## src/rtl/key_decoder.sv

```systemverilog
// Terminal keyboard decoder: turns raw bytes and ANSI CSI sequences into
// frame-aligned flap pulses, pause/quit state and a malformed-sequence count.
module key_decoder #(
  parameter int unsigned ESC_TIMEOUT = 8,
  parameter int unsigned MAX_PARAMS  = 4
) (
  input  logic       clk,
  input  logic       rst_n,
  input  logic [7:0] rx_data,
  input  logic       rx_valid,
  output logic       rx_ready,
  input  logic       frame_tick,
  output logic       flap,
  output logic       pause,
  output logic       quit,
  output logic [7:0] err_cnt
);

  localparam int unsigned TW = (ESC_TIMEOUT > 1) ? $clog2(ESC_TIMEOUT) : 1;
  localparam int unsigned PW = ($clog2(MAX_PARAMS + 1) > 0) ? $clog2(MAX_PARAMS + 1) : 1;
  localparam logic [TW-1:0] TMR_LAST = TW'(ESC_TIMEOUT - 1);
  localparam logic [PW-1:0] PCNT_MAX = PW'(MAX_PARAMS);

  typedef enum logic [1:0] {
    S_IDLE = 2'd0,
    S_ESC  = 2'd1,
    S_CSI  = 2'd2
  } state_t;

  state_t        state_q, state_d;
  logic [TW-1:0] timer_q, timer_d;
  logic [PW-1:0] pcnt_q, pcnt_d;
  logic          pending_q, pending_d;
  logic          flap_d, pause_d, quit_d, rx_ready_d;
  logic [7:0]    err_cnt_d;

  logic acc;
  logic req;
  logic err_inc;
  logic pause_tgl;
  logic quit_set;
  logic pend_eff;

  assign acc = rx_valid & rx_ready;

  // State and output registers
  always_ff @(posedge clk or negedge rst_n) begin
    if (!rst_n) begin
      state_q   <= S_IDLE;
      timer_q   <= '0;
      pcnt_q    <= '0;
      pending_q <= 1'b0;
      flap      <= 1'b0;
      pause     <= 1'b0;
      quit      <= 1'b0;
      err_cnt   <= 8'd0;
      rx_ready  <= 1'b0;
    end else begin
      state_q   <= state_d;
      timer_q   <= timer_d;
      pcnt_q    <= pcnt_d;
      pending_q <= pending_d;
      flap      <= flap_d;
      pause     <= pause_d;
      quit      <= quit_d;
      err_cnt   <= err_cnt_d;
      rx_ready  <= rx_ready_d;
    end
  end

  // Byte decode, escape timeout and flap alignment
  always_comb begin
    state_d   = state_q;
    timer_d   = timer_q;
    pcnt_d    = pcnt_q;
    req       = 1'b0;
    err_inc   = 1'b0;
    pause_tgl = 1'b0;
    quit_set  = 1'b0;

    case (state_q)
      S_IDLE: begin
        timer_d = '0;
        if (acc) begin
          case (rx_data)
            8'h20, 8'h77: req       = 1'b1;
            8'h70:        pause_tgl = 1'b1;
            8'h71:        quit_set  = 1'b1;
            8'h1B:        state_d   = S_ESC;
            default:      ;
          endcase
        end
      end
      S_ESC: begin
        if (acc) begin
          timer_d = '0;
          if (rx_data == 8'h5B) begin
            state_d = S_CSI;
            pcnt_d  = '0;
          end else begin
            err_inc = 1'b1;
            state_d = S_IDLE;
          end
        end else if (timer_q == TMR_LAST) begin
          timer_d = '0;
          state_d = S_IDLE;
        end else begin
          timer_d = timer_q + TW'(1);
        end
      end
      S_CSI: begin
        if (acc) begin
          timer_d = '0;
          if (rx_data >= 8'h30 && rx_data <= 8'h3F) begin
            if (pcnt_q == PCNT_MAX) begin
              err_inc = 1'b1;
              state_d = S_IDLE;
            end else begin
              pcnt_d = pcnt_q + PW'(1);
            end
          end else if (rx_data == 8'h41) begin
            req     = 1'b1;
            state_d = S_IDLE;
          end else if (rx_data >= 8'h40 && rx_data <= 8'h7E) begin
            state_d = S_IDLE;
          end else begin
            err_inc = 1'b1;
            state_d = S_IDLE;
          end
        end else if (timer_q == TMR_LAST) begin
          timer_d = '0;
          err_inc = 1'b1;
          state_d = S_IDLE;
        end else begin
          timer_d = timer_q + TW'(1);
        end
      end
      default: begin
        state_d = S_IDLE;
        timer_d = '0;
      end
    endcase

    pause_d    = pause ^ pause_tgl;
    quit_d     = quit | quit_set;
    err_cnt_d  = (err_inc && err_cnt != 8'hFF) ? err_cnt + 8'd1 : err_cnt;
    rx_ready_d = ~quit_d;

    // Requests while paused or quit are dropped; entering pause or quit flushes.
    pend_eff = pending_q | (req & ~pause & ~quit);
    if ((pause_tgl & ~pause) | quit_d) begin
      pend_eff = 1'b0;
    end

    flap_d    = frame_tick & pend_eff;
    pending_d = frame_tick ? 1'b0 : pend_eff;
  end

endmodule

```

## config.mk

```make
export PLATFORM = sky130hd
export DESIGN_NAME = key_decoder
export DESIGN_NICKNAME = d
export VERILOG_FILES = /design/src/rtl/key_decoder.sv
export SDC_FILE = /design/constraint.sdc
export NUM_CORES = 1
export LEC_CHECK = 0
export CORE_ASPECT_RATIO = 0.7
export CORE_MARGIN = 2
export CORE_UTILIZATION = 51
export CTS_BUF_LIST = sky130_fd_sc_hd__clkbuf_4 sky130_fd_sc_hd__clkbuf_8 sky130_fd_sc_hd__clkbuf_16
export CTS_CLUSTER_DIAMETER = 60
export DETAILED_ROUTE_END_ITERATION = 10
export GPL_TIMING_DRIVEN = 0
export PLACE_DENSITY_LB_ADDON = 0.2
export SLEW_MARGIN = 20
export SYNTH_ARGS = -nofsm -noshare
export SYNTH_HDL_FRONTEND = slang
export SYNTH_SLANG_ARGS = --single-unit
```

## constraint.sdc

```tcl
create_clock -name clk -period 2.9 [get_ports clk]
set_clock_uncertainty 0.15 [all_clocks]
set_input_delay 0.435 -clock clk [delete_from_list [all_inputs] [get_ports clk]]
set_output_delay 0.435 -clock clk [all_outputs]
set_load 0.02 [all_outputs]
```

==> run_results.csv, run 1 <==
group,metric,value,unit
status,status,"finished clean",
power,irDropWorstVdd,0.410,mV
global_routing,grt.total_usage,20.3,%
worst_hold_path,hold_class,"flip-flop to flip-flop",
clocking,cts_num_sinks,21,
clocking,clk_pin_slew,0.12,ns
detailed_routing,routed_wl,2.66,mm
final_layout,final_layout_size_suffix_gt1_share,6.37,%
power,finalPower,0.888,mW
final_layout,multi_input_area,688,um2
logic_synthesis,netlist_instances,130,
placement,gp_congestion,0.886,
final_layout,syn_to_final_growth,24.0,%
final_layout,register_area,526,um2
clocking,clock_latency,0.31,ns
timing,hold_ws,0.299,ns
logic_synthesis,synth_area_leaders,"dfrtp_1 42%, ha_1 9.9%, xor2_1 4.9%",
clocking,post_cts.repair.setup_buffers,0,
die,rows,15,
final_layout,nFillCells,229,
global_routing,grt_max_degree,22,
power,power.density,567,nW/um2
clocking,htreeDepth,1,
logic_synthesis,ys_types,41,
global_routing,grt_pass1_vias,975,
placement,hpwlAfterDp,2.06,mm
critical_path,cp.required,2.96,ns
global_routing,antenna_found_initial,0,
clocking,clk_path_buf_depth,2,
logic_synthesis,ys.flop_type,"dfrtp_1",
die,die_w,63.5,um
timing,fin_crit_sh,80.4,%
final_layout,nNetsFinal,180,
logic_synthesis,syn_nets,152,
timing,worstMarginPinSlew,0.949,ns
clocking,cts_resized,0,
logic_synthesis,netlist_area,1260,um2
timing,worst_slack,0.570,ns
die,start_util,52.6,%
timing,setup_tns,0,ns
timing,fin_crit,2.33,ns
die,dieArea,2900,um2
clocking,root_buffer,"clkbuf_4",
global_routing,grt_pass1_wl,4.42,mm
timing,fmax,0.429,GHz
detailed_routing,ant_nets,0,
global_routing,overflow,0,
final_layout,final_util,65.2,%
critical_path,path_class,"flip-flop to flip-flop",
logic_synthesis,yosysTopAreaCellShare,41.6,%
logic_synthesis,ys_seq_elements,21,
logic_synthesis,ys_seq_area_share,41.6,%
worst_hold_path,whs_path_depth,1,
critical_path,cp.arrival,2.39,ns
timing,finalSetupViolations,0,
critical_path,cp_max_fo,6,
clocking,cts_tree,"done",
clocking,cts_buffers,3,
detailed_routing,drc_errors,0,
logic_synthesis,ys_warn_count,0,
timing,rsz0062_at_grt,"no",
final_layout,antenna_cells,0,
placement,io_buffers,23,
critical_path,end_kind,"flip-flop",
die,die_y,45.6,um
timing,finalMaxSlewViolations,0,
detailed_routing,wl_per_cell,13.9,um
detailed_routing,vias_per_cell,5.63,
placement,place_ws,0.272,ns
logic_synthesis,synth_edf_count,0,
power,p_leak,0.710,nW
timing,finalHoldViolations,0,
critical_path,r2r_cells,7,
critical_path,start_kind,"flip-flop",
die,core,2400,um2
logic_synthesis,async_reset_ff_share,100,%
detailed_routing,dr_total_vias,1076,
die,io_pins,24,
clocking,hold_buffers,0,
flow_run,cap_violations,0,
logic_synthesis,synth.largest_area_cell,"dfrtp_1",
detailed_routing,drtIter0Drc,30,
detailed_routing,firstDrtPassIters,4,
logic_synthesis,avgSynthCellArea,9.71,um2
timing,timing.slew.headroom,36.5,%
final cells by class:
type                    instances  area share, %
repair buffers                 23           14.7
plain buffers                   2          0.480
clock buffers                   4           1.92
well taps                      34           2.72
inverters                      11           2.64
multi-input cells              96           44.0
flip-flops and latches         21           33.6
synthesized netlist by cell type, drive strengths merged (2+ instances only):
| cell type | n |
|---|---|
| ha | 10 |
| nand2 | 11 |
| nand3 | 6 |
| clkbuf | 2 |
| nor3 | 4 |
| nand4 | 8 |
| inv | 11 |
| a22o | 2 |
| and3 | 2 |
| and4 | 2 |
| a21oi | 7 |
| o41ai | 2 |
| a211oi | 3 |
| and2 | 5 |
| nor2 | 7 |
| dfrtp | 21 |
| xor2 | 7 |
final timing paths:
kind,from,slack [ns],to
worst max-delay path,state_q[0],0.57,pcnt_q[0]
worst min-delay path,timer_q[0],0.30,timer_q[0]
worst max register to register,state_q[0],0.57,pcnt_q[0]
worst min register to register,timer_q[0],0.30,timer_q[0]
max in group asynchronous,rst_n,1.53,state_q[1]
min in group asynchronous,rst_n,0.49,err_cnt[2]
cell families (layout without fill, tap and decap cells):
logic type / Yosys count / after routing / share of synthesized area, %
DFF: 21 / 21 / 41.6
buffers and inverters: 13 / 40 / 3.87
AOI/OAI and AO/OA: 25 / 25 / 14.6
muxes: 1 / 1 / 0.892
and+or+nand+nor: 53 / 53 / 24.3
adders and majority gates: 10 / 10 / 9.91
xor gates and xnor gates: 7 / 7 / 4.86
metal layers:
metal  GRT usage [%]  wire length, um
met2            32.2             1200
met4            6.52               33
met5               0                0
met3            5.20               81
met1            27.7             1350
placed cells by master, fill, tap and decap left out, drive strengths merged, types with 2 or more instances in the layout:
| cell | count |
|---|---|
| clkdlybuf4s50 | 23 |
| dfrtp | 21 |
| inv | 11 |
| nand2 | 11 |
| ha | 10 |
| nand4 | 8 |
| nor2 | 7 |
| a21oi | 7 |
| xor2 | 7 |
| nand3 | 6 |
| clkbuf | 6 |
| and2 | 5 |
| nor3 | 4 |
| a211oi | 3 |
| o41ai | 2 |
| and4 | 2 |
| and3 | 2 |
| a22o | 2 |
worst max-delay path: stages (launching register included):
cell      delay (ns)
dfrtp_1         0.44
inv_1           0.10
ha_1            0.25
a21boi_0        0.28
a21oi_1         0.07
a211o_1         0.35
or4b_1          0.50
o311ai_1        0.10
power by group:
| part | switching (mW) | internal, mW |
|---|---|---|
| logic | 0.197 | 0.156 |
| clock network | 0.0884 | 0.0631 |
| registers | 0.0458 | 0.338 |
state kept, by name, summed over array words and instances, names as in the netlist:
name,count
quit,1
pcnt_q,3
state_q,2
flap,1
pause,1
err_cnt,8
rx_ready,1
pending_q,1
timer_q,3
stage by stage:
stage               instance area (um2)  std cells
global route                       1570        191
global placement                   1540        187
finish                             1570        191
floorplan                          1260        130
CTS                                1570        191
detailed placement                 1540        187
Power figures use the tool's default switching activity.
==> run 2, diff against run 1 <==
==> constraint.sdc (replaced) <==
create_clock -name clk -period 2.25 [get_ports clk]
set_clock_uncertainty 0.15 [all_clocks]
set_input_delay 0.3375 -clock clk [delete_from_list [all_inputs] [get_ports clk]]
set_output_delay 0.3375 -clock clk [all_outputs]
set_load 0.02 [all_outputs]
==> run 2 against run 1 <==
Effect of this change: via count grew 0.46%; global-route usage is the same; combinational power rose by 31%; non-clock buffer count is 1 lower; worst hold slack about the same; wire length rose by 1.2%; count of clock-buffer cells in the layout is the same; register-to-register slack worse by 0.48 ns; critical path type is now input pin to flip-flop.
==> run_results.csv, run 2 (synthesized netlist as in run 1, its figures left out) <==
group,metric,value,unit
final_layout,syn_to_final_growth,24.8,%
flow_run,cap_violations,0,
detailed_routing,vias_per_cell,5.69,
placement,hpwlAfterDp,2.06,mm
timing,timing.slew.headroom,35.8,%
clocking,clk_path_buf_depth,2,
critical_path,path_class,"input pin to flip-flop",
clocking,hold_buffers,0,
placement,place_area,1540,um2
critical_path,cpPeakStageDelay,0.50,ns
clocking,clock_latency,0.31,ns
critical_path,end_kind,"flip-flop",
clocking,cts_num_sinks,21,
final_layout,layout_commonest_cell,"clkdlybuf4s50_1",
final_layout,largest_register_ffs,8,
critical_path,cp-startpoint,"rx_data[2]",
die,core,2400,um2
final_layout,layout_common_cells,"23 x clkdlybuf4s50_1, 21 x dfrtp_1, 11 x inv_1, 11 x nand2_1, 9 x ha_1",
timing,worstMarginPinSlew,0.961,ns
critical_path,reg2reg_from,"state_q[0]",
power,power.density,731,nW/um2
die,die_y,45.6,um
detailed_routing,wl_per_cell,14.2,um
power,irDropWorstVdd,0.523,mV
die,rows,15,
critical_path,start_kind,"input pin",
power,p_leak,0.709,nW
critical_path,cp.arrival,2.23,ns
clocking,root_buffer,"clkbuf_4",
worst_hold_path,timing.hold.worst.start,"timer_q[0]",
final_layout,design_area,1580,um2
critical_path,cp_top_family,"simple AND/OR/NAND/NOR gates",
global_routing,antenna_found_initial,0,
power,finalPower,1.15,mW
final_layout,nFillCells,228,
timing,finalSetupViolations,0,
die,io_pins,24,
final_layout,reg_top3,"err_cnt x8, pcnt_q x3, timer_q x3",
critical_path,worstPathCellList,"clkdlybuf4s50_1, and4bb_1, nand3_2, a211o_1, or4b_1, o311ai_1",
detailed_routing,routed_wl,2.69,mm
detailed_routing,ant_nets,0,
final_layout,regMostFlops,"err_cnt",
clocking,htreeDepth,1,
critical_path,cp_slowest_cell,"or4b_1",
final_layout,antenna_cells,0,
clocking,clk_pin_slew,0.11,ns
timing,fin_crit_sh,96.5,%
detailed_routing,drtIter0Drc,37,
final_layout,final_util,65.6,%
timing,fmax,0.461,GHz
die,dieArea,2900,um2
critical_path,cp_num_buf_inv,1,
global_routing,grt.total_usage,20.3,%
final_layout,final_layout_size_suffix_gt1_share,8.33,%
clocking,cts_tree,"done",
critical_path,cp_max_fo,6,
detailed_routing,firstDrtPassIters,4,
placement,io_buffers,23,
detailed_routing,drc_errors,0,
status,status,"finished clean",
die,die_w,63.5,um
timing,finalHoldViolations,0,
final_layout,nNetsFinal,179,
critical_path,cp.required,2.31,ns
die,start_util,52.6,%
timing,finalMaxSlewViolations,0,
global_routing,grt_pass1_vias,975,
global_routing,overflow,0,
global_routing,grt_max_degree,22,
worst_hold_path,hold_class,"flip-flop to flip-flop",
global_routing,grt_pass1_wl,4.42,mm
clocking,cts_buffers,3,
timing,fin_crit,2.17,ns
placement,gp_congestion,0.886,
detailed_routing,dr_total_vias,1081,
-- run 2: cell count changes in the layout (fill, tap and decap cells not counted) --
cell and change:
ha_2 +1, a21boi_2 +1, a41oi_1 -1, ha_1 -1, a41oi_2 +1, clkbuf_1 -1
a21boi_0 -1
-- run 2: cell type report --
cell class	instances	area [um2]	share of cell area (%)
Multi-Input combinational cell	96	702	44.6
Tap cell	34	42.5	2.70
Buffer	1	3.75	0.238
Inverter	11	41.3	2.62
Clock buffer	4	30.0	1.91
Timing Repair Buffer	23	230	14.6
Sequential cell	21	526	33.4
-- run 2: final timing paths --
path	end	slack, ns	cells after the start
setup / recovery	pcnt_q[0]	0.08	6
hold / removal	timer_q[0]	0.30	1
setup reg to reg	pcnt_q[0]	0.09	7
hold reg to reg	timer_q[0]	0.30	1
max in group asynchronous	state_q[1]	0.97	1
min in group asynchronous	err_cnt[7]	0.40	1
-- run 2: metrics by stage --
stage	std cells	hold slack (ns)	setup slack (ns)	setup TNS, ns
2_1_floorplan	130	-0.108	0.166	0
3_3_place_gp	187	0.277	-0.228	-0.478
3_5_place_dp	187	0.285	-0.280	-0.945
4_1_cts	191	0.300	0.00436	0
5_1_grt	190	0.324	-0.00958	-0.00958
6_report	190	0.299	0.0792	0
-- run 2: layer usage --
metal / share of wire, % / GRT usage [%] / vias to the layer above
met5: 0 / 0 / -
met4: 0.82 / 6.52 / 0
met3: 4.1 / 5.20 / 2
met2: 46 / 32.2 / 20
met1: 49 / 27.7 / 527
li1: - / - / 532
-- run 2: repair_timing --
action / in CTS / in global routing
pin swaps: 0 / 1
cloned: 0 / 0
buffers inserted: 0 / 0
endpoints found under the setup margin: 1 / 3
gates resized for setup: 1 / 3
-- run 2: power by group --
part / internal [mW] / leakage [nW] / switching, mW
sequential: 0.435 / 0.274 / 0.0585
combinational: 0.204 / 0.417 / 0.260
clock: 0.0813 / 0.0184 / 0.112
-- run 2: worst register-to-register path, stage by stage (launching register included) --
cell and delay [ns]:
dfrtp_1 0.44, inv_1 0.11, ha_2 0.23, a21boi_2 0.19, a21oi_1 0.05, a211o_1 0.31, or4b_1 0.50, o311ai_1 0.10
